## config.mk

```make
export PLATFORM = sky130hd
export DESIGN_NAME = if_fetch_axi_master
export DESIGN_NICKNAME = d
export VERILOG_FILES = /design/src/rtl/axi_pkg.sv /design/src/rtl/if_fetch_axi_master.sv
export SDC_FILE = /design/constraint.sdc
export NUM_CORES = 1
export LEC_CHECK = 0
export BUFFER_PORTS_ARGS = -buffer_cell sky130_fd_sc_hd__buf_2
export CORE_MARGIN = 2
export CORE_UTILIZATION = 48
export CTS_CLUSTER_DIAMETER = 120
export DETAILED_ROUTE_END_ITERATION = 10
export PLACE_DENSITY = 0.94
export SLEW_MARGIN = 20
export SYNTH_ARGS = -nofsm -noshare
export SYNTH_HDL_FRONTEND = slang
export SYNTH_SLANG_ARGS = --single-unit
export TNS_END_PERCENT = 20
```

## constraint.sdc

```tcl
create_clock -name clk -period 2.69 [get_ports clk]
set_input_delay 0.269 -clock clk [delete_from_list [all_inputs] [get_ports clk]]
set_output_delay 0.269 -clock clk [all_outputs]
set_load 0.005 [all_outputs]
```

## src/rtl/axi_pkg.sv

```systemverilog
// Shared AXI4 encodings and the instruction-fetch FSM state type.
package axi_pkg;

    localparam int          ID_WIDTH    = 4;

    localparam logic [1:0]  BURST_INCR  = 2'b01;
    localparam logic [2:0]  SIZE_WORD   = 3'b010;
    localparam logic [1:0]  RESP_OKAY   = 2'b00;
    localparam logic [1:0]  RESP_SLVERR = 2'b10;

    // Substituted for the fetched word whenever the beat is bad.
    localparam logic [31:0] NOP_INSTR   = 32'h0000_0013;

    typedef enum logic [1:0] {
        ST_IDLE = 2'd0,
        ST_ADDR = 2'd1,
        ST_DATA = 2'd2,
        ST_DROP = 2'd3
    } fetch_state_e;

endpackage

```

## src/rtl/if_fetch_axi_master.sv

```systemverilog
// IF-stage fetch master: one single-beat AXI4 read per fetch_req, with flush
// support and a stall output that holds the PC register while busy.
module if_fetch_axi_master
    import axi_pkg::*;
#(
    parameter int                     pc_size   = 32,
    parameter int                     data_size = 32,
    parameter int                     id_width  = ID_WIDTH,
    parameter logic [id_width-1:0]    master_id = '0
) (
    input  logic                  clk,
    input  logic                  rst,
    input  logic                  fetch_req,
    input  logic [pc_size-1:0]    fetch_pc,
    input  logic                  flush,
    output logic [data_size-1:0]  instr,
    output logic                  instr_valid,
    output logic                  fetch_err,
    output logic                  stall,
    output logic [id_width-1:0]   ARID,
    output logic [pc_size-1:0]    ARADDR,
    output logic [3:0]            ARLEN,
    output logic [2:0]            ARSIZE,
    output logic [1:0]            ARBURST,
    output logic                  ARVALID,
    input  logic                  ARREADY,
    input  logic [id_width-1:0]   RID,
    input  logic [data_size-1:0]  RDATA,
    input  logic [1:0]            RRESP,
    input  logic                  RLAST,
    input  logic                  RVALID,
    output logic                  RREADY,
    output fetch_state_e          dbg_state_o
);

    // Handshakes: a transfer happens on a rising clk edge where VALID and
    // READY are both high; ARVALID is held with a stable ARADDR until then.

    fetch_state_e          state_q;
    logic [pc_size-1:0]    araddr_q;
    logic                  arvalid_q;
    logic                  rready_q;
    logic                  flush_seen_q;
    logic [data_size-1:0]  instr_q;
    logic                  instr_valid_q;
    logic                  fetch_err_q;
    logic                  beat_err;
    logic                  unused_pc_lo;

    assign unused_pc_lo = ^fetch_pc[1:0];

    // A wrong RID is treated exactly like a slave error.
    assign beat_err = (RRESP != RESP_OKAY) || (RID != master_id);

    always_ff @(posedge clk) begin
        if (rst) begin
            state_q       <= ST_IDLE;
            araddr_q      <= '0;
            arvalid_q     <= 1'b0;
            rready_q      <= 1'b0;
            flush_seen_q  <= 1'b0;
            instr_q       <= '0;
            instr_valid_q <= 1'b0;
            fetch_err_q   <= 1'b0;
        end else begin
            instr_valid_q <= 1'b0;
            fetch_err_q   <= 1'b0;
            unique case (state_q)
                ST_IDLE: begin
                    if (fetch_req) begin
                        araddr_q     <= {fetch_pc[pc_size-1:2], 2'b00};
                        arvalid_q    <= 1'b1;
                        flush_seen_q <= 1'b0;
                        state_q      <= ST_ADDR;
                    end
                end
                ST_ADDR: begin
                    // A flush cannot retract the address; remember it and
                    // swallow the data beat later instead.
                    if (ARREADY) begin
                        arvalid_q <= 1'b0;
                        rready_q  <= 1'b1;
                        state_q   <= (flush || flush_seen_q) ? ST_DROP : ST_DATA;
                    end else if (flush) begin
                        flush_seen_q <= 1'b1;
                    end
                end
                ST_DATA: begin
                    if (RVALID && RLAST) begin
                        rready_q <= 1'b0;
                        state_q  <= ST_IDLE;
                        if (!flush) begin
                            instr_valid_q <= 1'b1;
                            fetch_err_q   <= beat_err;
                            instr_q       <= beat_err ? data_size'(NOP_INSTR) : RDATA;
                        end
                    end else if (flush) begin
                        state_q <= ST_DROP;
                    end
                end
                ST_DROP: begin
                    if (RVALID && RLAST) begin
                        rready_q <= 1'b0;
                        state_q  <= ST_IDLE;
                    end
                end
                default: state_q <= ST_IDLE;
            endcase
        end
    end

    assign stall       = (state_q != ST_IDLE) || fetch_req;
    assign instr       = instr_q;
    assign instr_valid = instr_valid_q;
    assign fetch_err   = fetch_err_q;
    assign ARID        = master_id;
    assign ARADDR      = araddr_q;
    assign ARLEN       = 4'd0;
    assign ARSIZE      = SIZE_WORD;
    assign ARBURST     = BURST_INCR;
    assign ARVALID     = arvalid_q;
    assign RREADY      = rready_q;
    assign dbg_state_o = state_q;

endmodule

```

==> impl_metrics.ini, run 1 <==
[clock_tree]
h-tree-depth = 3
path_clk_slew_ps = 80
insertion_delay_ps = 340
post_cts.repair.setup_buffers = 0
cts-resized-gates = 0
cts.sinks = 69
hold_buffers = 0
cts-buffers-inserted = 9
ctsLongestPathBuffers = 2
cts_tree = done
cts.root.buffer_cell = sky130_fd_sc_hd__clkbuf_8

[synth]
largest_family_of_logic_cells_by_synthesized_area = simple AND/OR/NAND/NOR gates
synth-warning-count = 0
syn_inst = 370
area_contributors_post_synth = sky130_fd_sc_hd__dfxtp_1 45%, sky130_fd_sc_hd__o21ai_1 9.5%, sky130_fd_sc_hd__nand4b_1 8.3%, sky130_fd_sc_hd__nand2_1 7.6%, sky130_fd_sc_hd__nor2b_1 6.2%
post_synth_instance_area_sq_um = 3050
ys_seq_elements = 69
synth_fa_ha_area_share_pct = 0
synth_top_area_cell = sky130_fd_sc_hd__dfxtp_1
synth.area.mux_share_pct = 0
synth-seq-area-share_pct = 45.4
synth.distinct_cells = 32
area_share_of_and_or_nand_nor_cells_after_synthesis_pct = 27.3
synth_top_area_share_pct = 45.4
synth_compound_area_share_pct = 17.7
post_synth.cell_area_avg_sq_um = 8.23
yosys.area_share.xor_xnor_pct = 0

[setup_path]
critical_path.n_buffers_inverters = 1
worstSetupPathType = reg2reg
crit_top_cell = sky130_fd_sc_hd__o21ai_1
timing.critical_path.cells = or3b_1, buf_4, o21ai_1, o21ai_1
critical_path_peak_fanout = 28
crit_path_end_kind = flip-flop
worst_path_slowest_cell = sky130_fd_sc_hd__or3b_1
critical-path-top-delay-family = simple AND/OR/NAND/NOR gates
worst_path_largest_cell_delay_ps = 820
cp.depth = 4
worstRegToRegCells = 4
setup.worst_path.start_class = flip-flop
worst-endpoint-required_ps = 2900
arrival_ps = 2310

[place]
finalWeightedCongestion = 0.790
place.port_buffers = 143
dp.final_hpwl_mm = 5.11

[global_routing]
grt_antenna_before_repair = 0
grt_max_degree = 57
global_route.usage.total_pct = 21.1
global_route_wire_length_before_repair_mm = 12.2
globalRoute.totalOverflow = 0
first_global_vias = 2784

[cells_and_area]
area_delta_synth_final_pct = 29.5
final_net_count = 572
utilization_pct = 63.2
layout-drive-gt1-share_pct = 34.2
antenna_cells = 0

[drt]
via_count = 2960
vias_per_cell = 5.13
dr.first_iter.drc_count = 147
detail_route.drc_violations = 0
ant_nets = 0
drt-wirelength-per-cell_microns = 13.2
routed_wl_mm = 7.60
drt_pre_antenna_iters = 4

[die]
die-area_sq_um = 7000
die-width_microns = 83.7
die_height_microns = 83.7
core_region_area_sq_um = 6240
effective_utilization_at_floorplan_pct = 48.8
pin_count = 161
core.rowCount = 29

[sta]
setup-tns-final_ps = 0
setup_viol = 0
worst_slew_margin_rel_pct = 29.8
worst_slew_pin_slew_ps = 1050
finalWorstPathRequiredPeriod_ps = 2100
clock_tree_skew_after_final_layout_ps = 5.61
max_slew_vio_count = 0
finalCritPeriodShare_pct = 77.9
rsz0062_at_grt = false
finalHoldViolCount = 0
fmax_ghz = 0.477

[power_and_ir_drop]
finalPower_mw = 2.32
net-switching-power_mw = 0.567
pwr-share-comb_pct = 11.6
power.switching_fraction_pct = 24.5
sequentialPowerShare_pct = 46.7
power.internal_mw = 1.75
pwr_density_cell_nw_per_um2 = 588
clockPowerShare_pct = 41.7
power.ir.vdd_worst_v = 0.000466
leakage_nw = 1.74

[hold_path]
hold_depth = 3
holdCritPathClass = in2reg

[run_status]
run_status = finished, final reports clean

[flow_run]
maxCapViolCount = 0
-- Yosys cell counts (all sizes together) --
cell,n
a211oi,3
a21oi,37
a2bb2oi,1
and2,2
and3,1
buf,33
clkbuf,17
conb,2
dfxtp,69
inv,1
nand2,62
nand2b,1
nand3,1
nand3b,1
nand4b,29
nor2,6
nor2b,30
nor3,4
nor3b,3
nor4bb,1
o21ai,61
o21bai,1
o32a,1
or3,1
or3b,2
-- state kept, by name, indices dropped and copies added, names as in the netlist --
| register | flops |
|---|---|
| ARADDR | 30 |
| ARVALID | 1 |
| RREADY | 1 |
| dbg_state_o | 2 |
| fetch_err | 1 |
| flush_seen_q | 1 |
| instr | 32 |
| instr_valid | 1 |
-- worst min-delay path: stages --
cell and delay (ps):
sky130_fd_sc_hd__buf_2 90, sky130_fd_sc_hd__nand2_1 40, sky130_fd_sc_hd__a21oi_1 50
-- cell usage in the layout, fill, tap and decap left out --
cell and count:
sky130_fd_sc_hd__buf_2 143, sky130_fd_sc_hd__dfxtp_1 69, sky130_fd_sc_hd__nand2_1 62, sky130_fd_sc_hd__o21ai_1 58
sky130_fd_sc_hd__a21oi_1 37, sky130_fd_sc_hd__nor2b_1 30, sky130_fd_sc_hd__nand4b_1 29, sky130_fd_sc_hd__conb_1 15
sky130_fd_sc_hd__clkbuf_8 11, sky130_fd_sc_hd__buf_4 7, sky130_fd_sc_hd__nor2_1 6, sky130_fd_sc_hd__o21ai_0 3
sky130_fd_sc_hd__a211oi_1 3, sky130_fd_sc_hd__clkinvlp_4 3, sky130_fd_sc_hd__nor3b_4 2, sky130_fd_sc_hd__or3b_1 2
sky130_fd_sc_hd__nor3_2 2, sky130_fd_sc_hd__and2_1 2, sky130_fd_sc_hd__nor3_1 2, sky130_fd_sc_hd__bufinv_16 2
sky130_fd_sc_hd__or3_1 1, sky130_fd_sc_hd__nand3_1 1, sky130_fd_sc_hd__nand2b_1 1, sky130_fd_sc_hd__nor3b_1 1
sky130_fd_sc_hd__and3_1 1, sky130_fd_sc_hd__nor4bb_1 1, sky130_fd_sc_hd__o32a_1 1, sky130_fd_sc_hd__inv_1 1
sky130_fd_sc_hd__o21bai_1 1, sky130_fd_sc_hd__a2bb2oi_1 1, sky130_fd_sc_hd__nand3b_1 1, sky130_fd_sc_hd__buf_12 1
-- metrics by stage --
step | cell area [sq um] | hold slack [ps] | worst slack (ps) | cells
2_1_floorplan | 3090 | 405 | 1420 | 383
3_3_place_gp | 3710 | 439 | 664 | 561
3_5_place_dp | 3710 | 443 | 612 | 561
4_1_cts | 3940 | 148 | 611 | 577
5_1_grt | 3940 | 143 | 453 | 577
6_report | 3940 | 165 | 593 | 577
-- power by group through the flow --
stage                     clock [mW]  combinational, mW  sequential, mW
final                          0.965              0.269            1.08
after global routing            1.03              0.301            1.09
after CTS                      0.985              0.271            1.08
after detailed placement           0              0.270            1.11
after global placement             0              0.264            1.10
after floorplan                    0              0.159            1.11
-- routing by layer --
layer  track usage, %  vias up  share of wire [%]
li1                 -     1486                  -
met5                0        -                  0
met3             5.54        7                7.9
met2             36.4      129                 51
met1             24.7     1338                 41
met4             9.09        0               0.90
-- cell type report --
cell class / count / area (sq um)
repair buffers: 151 / 788
multi-input cells: 263 / 1440
clock buffers: 11 / 151
flip-flops and latches: 69 / 1380
fillers: 559 / 2300
well taps: 77 / 96.3
inverters: 1 / 3.75
clock inverters: 5 / 82.6
-- final timing paths --
check	start	endpoint	slack, ps
max reg2reg	dbg_state_o[1]	instr[10]	590
max	dbg_state_o[1]	instr[10]	590
min reg2reg	ARADDR[7]	ARADDR[7]	450
min	fetch_pc[28]	ARADDR[28]	170
-- logic make-up (layout without fill, tap and decap cells) --
kind of cell,Yosys count,after routing
buf+inv,51,168
compound gates,104,104
other cells,2,15
flops,69,69
simple gates,144,144
No activity file was read; power rests on OpenSTA's default activity.
==> run 2: changes to the inputs <==
Settings changed: CORE_UTILIZATION 48 to 45, PLACE_DENSITY 0.94 to 0.89.
Clock period 2.69 ns to 2.1 ns, I/O delays scaled along.
==> run 2 against run 1 <==
Via count increased by 1.4%. Die area increased by 6.3%. Critical endpoint is now ARADDR[14]. Combinational power increased by 29%. Highest routed layer unchanged. Power increased by 32%. Sequential cell count unchanged.
==> impl_metrics.ini, run 2 (synthesized netlist as in run 1, its figures left out) <==
[cells_and_area]
area_delta_synth_final_pct = 30.4
antenna_cells = 0
n_fill_cell = 553
mostFrequentLayoutCells = 143 x sky130_fd_sc_hd__buf_2, 69 x sky130_fd_sc_hd__dfxtp_1, 62 x sky130_fd_sc_hd__nand2_1
layout_commonest_cell = sky130_fd_sc_hd__buf_2
largest_reg_flops = 32
final_net_count = 575
post_route_non_filler_standard_cell_count = 580
layout-drive-gt1-share_pct = 34.6

[place]
setup_ws_pre_cts_ps = 330
place.port_buffers = 143
dp.final_hpwl_mm = 5.35
finalWeightedCongestion = 0.745
numPlacedInstances = 564

[sta]
finalWorstPathRequiredPeriod_ps = 1770
setup_ws_ps = 331
fmax_ghz = 0.565
finalCritPeriodShare_pct = 84.2
clock_tree_skew_after_final_layout_ps = 8.59
worst_slew_pin_slew_ps = 986
setup_viol = 0
setup-tns-final_ps = 0
worst_slew_margin_rel_pct = 34.2
max_slew_vio_count = 0
rsz0062_at_grt = false
finalHoldViolCount = 0

[clock_tree]
path_clk_slew_ps = 80
cts-buffers-inserted = 9
insertion_delay_ps = 340
cts_tree = done
post_cts.repair.setup_buffers = 0
cts.sinks = 69
cts-resized-gates = 0
cts.root.buffer_cell = sky130_fd_sc_hd__clkbuf_8
ctsLongestPathBuffers = 2
hold_buffers = 0
h-tree-depth = 3

[setup_path]
worstRegToRegCells = 3
setup.worst_path.start_class = flip-flop
cp.depth = 3
timing.critical_path.cells = or3b_1, nand2_1, a21oi_1
worst_path_slowest_cell = sky130_fd_sc_hd__or3b_1
setup.reg_to_reg.worst_slack_ps = 330
critical_path_peak_fanout = 30
arrival_ps = 2050
worst-endpoint-required_ps = 2380
worst_path_largest_cell_delay_ps = 840
crit_path_end_kind = flip-flop
critical_path.n_buffers_inverters = 0
critical-path-top-delay-family = simple AND/OR/NAND/NOR gates
worstSetupPathType = reg2reg

[flow_run]
maxCapViolCount = 0

[die]
die_height_microns = 86.3
core_region_area_sq_um = 6460
core.rowCount = 29
pin_count = 161
die-width_microns = 86.3
die-area_sq_um = 7440
effective_utilization_at_floorplan_pct = 47.2

[drt]
detail_route.drc_violations = 0
via_count = 3000
drt_pre_antenna_iters = 4
dr.first_iter.drc_count = 118
ant_nets = 0
drt-wirelength-per-cell_microns = 13.5
routed_wl_mm = 7.82
vias_per_cell = 5.17

[power_and_ir_drop]
leakage_nw = 1.76
pwr_density_cell_nw_per_um2 = 770
clockPowerShare_pct = 43.3
power.internal_mw = 2.30
power.switching_fraction_pct = 24.6
pwr-share-comb_pct = 11.4
power.ir.vdd_worst_v = 0.000675
finalPower_mw = 3.06
sequentialPowerShare_pct = 45.3
net-switching-power_mw = 0.753

[global_routing]
first_global_vias = 2884
globalRoute.totalOverflow = 0
global_route.usage.total_pct = 20.8
global_route_wire_length_before_repair_mm = 12.5
grt_antenna_before_repair = 0
grt_max_degree = 48

[hold_path]
hold_depth = 3
holdCritPathClass = in2reg

[run_status]
run_status = finished, final reports clean
[run 2: cell types whose count changed in the layout (fill, tap and decap cells not counted)]
cell / change
sky130_fd_sc_hd__buf_4: +3
sky130_fd_sc_hd__bufinv_16: +1
sky130_fd_sc_hd__clkbuf_8: -2
sky130_fd_sc_hd__clkinv_4: +1
sky130_fd_sc_hd__clkinvlp_4: -1
sky130_fd_sc_hd__inv_6: +1
sky130_fd_sc_hd__nor3b_2: +1
sky130_fd_sc_hd__nor3b_4: -1
[run 2: per-layer routing]
layer	wire (microns)	track usage (%)	part of all wire [%]	vias to the layer above
met4	110	7.67	1.4	0
met1	3330	23.6	43	1390
met5	0	0	0	-
met3	514	6.29	6.6	10
met2	3860	36.9	49	106
li1	-	-	-	1494
[run 2: path summary, 6_finish.rpt]
kind,to,start
min reg2reg,ARADDR[2],ARADDR[2]
max reg2reg,ARADDR[14],dbg_state_o[1]
min,ARADDR[29],fetch_pc[29]
max,ARADDR[14],dbg_state_o[1]
[run 2: power by group through the flow]
stage / logic (mW) / clock network, mW / registers, mW
6_report: 0.348 / 1.33 / 1.38
5_1_grt: 0.387 / 1.39 / 1.39
4_1_cts: 0.348 / 1.35 / 1.38
3_5_place_dp: 0.346 / 0 / 1.41
3_3_place_gp: 0.336 / 0 / 1.41
2_1_floorplan: 0.203 / 0 / 1.42
[run 2: per-stage QoR]
step           cell area [sq um]  util, %  hold slack [ps]
2_1_floorplan               3090        -              346
3_3_place_gp                3720     57.7              439
3_5_place_dp                3720     57.7              444
4_1_cts                     3970     61.5             87.4
5_1_grt                     3970     61.5             88.2
6_report                    3970     61.5             99.6
[run 2: tightest hold or removal path, cell delays in order]
cell,delay (ps)
sky130_fd_sc_hd__buf_2,90
sky130_fd_sc_hd__nand2_1,40
sky130_fd_sc_hd__a21oi_1,50
[run 2: cell type report]
cell class              instances  area (sq um)  share of cell area [%]
flip-flops and latches         69          1380                    34.8
clock buffers                   9           124                    3.12
repair buffers                154           811                    20.4
inverters                       1          3.75                  0.0945
well taps                      77          96.3                    2.43
multi-input cells             263          1430                    36.1
clock inverters                 7           123                    3.09
==> run 3: changes to the inputs <==
Settings changed: CORE_UTILIZATION 45 to 41, PLACE_DENSITY 0.89 to 0.86.
Clock period 2.1 ns to 1.5 ns, I/O delays scaled along.
==> run 3 against run 2 <==
Design area up 3.2%. First-iteration DRC count up 37%. Sequential share of layout area down 1.0 points. Clock skew down 3.0 ps. Setup slack worse by 270 ps. Sequential power up 41%. Power up 36%. Critical path type is now reg2out. Largest cell class unchanged.
==> impl_metrics.ini, run 3 (synthesized netlist as in run 1, its figures left out) <==
[run_status]
run_status = finished, final reports clean

[sta]
clock_tree_skew_after_final_layout_ps = 5.59
max_slew_vio_count = 0
finalWorstPathRequiredPeriod_ps = 1440
rsz0062_at_grt = false
setup-tns-final_ps = 0
fmax_ghz = 0.695
finalCritPeriodShare_pct = 96.0
setup_ws_ps = 60.2
finalHoldViolCount = 0
setup_viol = 0
hold-worst-slack_ps = 48.7

[flow_run]
maxCapViolCount = 0

[power_and_ir_drop]
power.internal_mw = 3.11
sequentialPowerShare_pct = 46.7
power.switching_fraction_pct = 25.1
pwr_density_cell_nw_per_um2 = 1010
power.ir.vdd_worst_v = 0.000853
net-switching-power_mw = 1.04
leakage_nw = 1.81
clockPowerShare_pct = 39.8
pwr-share-comb_pct = 13.5

[setup_path]
reg2reg_to = ARADDR[4]
arrival_ps = 1290
setup.reg_to_reg.worst_slack_ps = 170
setup.worst_path.start_class = flip-flop
worstRegToRegCells = 5
crit_path_end_kind = output pin
critical_path.n_buffers_inverters = 2
timing.rr.start = dbg_state_o[0]
worst-endpoint-required_ps = 1350
worst_path_largest_cell_delay_ps = 370
timing.critical_path.cells = buf_6, or3_4, buf_6
crit_top_cell = sky130_fd_sc_hd__buf_6
worst_path_slowest_cell = sky130_fd_sc_hd__or3_4
worstSetupPathType = reg2out
critical-path-top-delay-family = simple AND/OR/NAND/NOR gates
critical_path_peak_fanout = 8

[cells_and_area]
largest_reg_flops = 32
antenna_cells = 0
layout-drive-gt1-share_pct = 35.6
register_area_sq_um = 1380
multi_input_comb_area_sq_um = 1440
post_route_non_filler_standard_cell_count = 605
n_fill_cell = 655
layout_commonest_cell = sky130_fd_sc_hd__buf_2
mostFrequentLayoutCells = 142 x sky130_fd_sc_hd__buf_2, 67 x sky130_fd_sc_hd__dfxtp_1, 62 x sky130_fd_sc_hd__nand2_1
area_delta_synth_final_pct = 34.5
final_net_count = 578

[hold_path]
hold_depth = 3
worst_hold_path.endpoint = ARADDR[2]
holdCritPathClass = in2reg
hold_path_startpoint = fetch_pc[2]

[place]
finalWeightedCongestion = 0.775
setup_ws_pre_cts_ps = 154
dp.final_hpwl_mm = 5.23
numPlacedInstances = 587
place.port_buffers = 143

[die]
pin_count = 161
effective_utilization_at_floorplan_pct = 42.2
die-area_sq_um = 8130
die-width_microns = 90.2
core_region_area_sq_um = 7210
die_height_microns = 90.2
core.rowCount = 31

[drt]
vias_per_cell = 5.03
via_count = 3041
dr.first_iter.drc_count = 162
drt_pre_antenna_iters = 4
routed_wl_mm = 8.03
ant_nets = 0
drt-wirelength-per-cell_microns = 13.3
detail_route.drc_violations = 0

[clock_tree]
insertion_delay_ps = 330
cts.sinks = 69
cts-buffers-inserted = 9
ctsLongestPathBuffers = 2
cts.root.buffer_cell = sky130_fd_sc_hd__clkbuf_8
hold_buffers = 0
h-tree-depth = 3
cts_tree = done
path_clk_slew_ps = 80

[global_routing]
grt_max_degree = 98
first_global_vias = 2951
global_route_wire_length_before_repair_mm = 13.3
globalRoute.totalOverflow = 0
global_route.usage.total_pct = 19.8
grt_antenna_before_repair = 0
## run 3: worst min-delay path, stage by stage
cell                      delay (ps)
sky130_fd_sc_hd__buf_2            90
sky130_fd_sc_hd__nand2_1          40
sky130_fd_sc_hd__a21oi_1          50
## run 3: worst max path at each step
stage                        start         end  slack [ps]  cells past startpoint
finish              dbg_state_o[0]       stall          60                      3
global route        dbg_state_o[0]       stall           2                      3
CTS                 dbg_state_o[0]       stall          10                      3
detailed placement  dbg_state_o[0]   ARADDR[4]         150                      5
global placement    dbg_state_o[0]  ARADDR[21]         190                      5
floorplan           dbg_state_o[1]   instr[28]         230                      5
## run 3: timing repair
action	4_1_cts	5_1_grt
buffers inserted	0	2
setup endpoints to repair	1	1
gates cloned	0	0
resized for setup	2	3
pin swaps	1	0
## run 3: routing by layer
metal	part of all wire, %	global-route usage [%]	routed length [microns]
met1	41	22.8	3300
met2	51	35.3	4070
met3	7.9	6.71	637
met4	0.31	4.74	25
met5	0	0	0
## run 3: layout make-up
type	count	share of cell area, %
clock buffers	9	3.02
clock inverters	7	2.41
inverters	1	0.0916
multi-input cells	263	35.2
flip-flops and latches	69	33.8
well taps	99	3.02
repair buffers	157	22.4
## run 3: metrics by stage
step | util (%) | power (mW) | area [sq um]
CTS | 56.4 | 4.19 | 4070
global route | 56.8 | 4.36 | 4100
detailed placement | 53.2 | 2.52 | 3840
floorplan | - | 2.27 | 3090
global placement | 53.2 | 2.50 | 3840
finish | 56.8 | 4.15 | 4100
## run 3: power groups by stage
stage / logic, mW / registers (mW) / clock network [mW]
2_1_floorplan: 0.285 / 1.98 / 0
3_3_place_gp: 0.525 / 1.97 / 0
3_5_place_dp: 0.540 / 1.98 / 0
4_1_cts: 0.545 / 1.94 / 1.71
5_1_grt: 0.621 / 1.95 / 1.80
6_report: 0.559 / 1.94 / 1.65
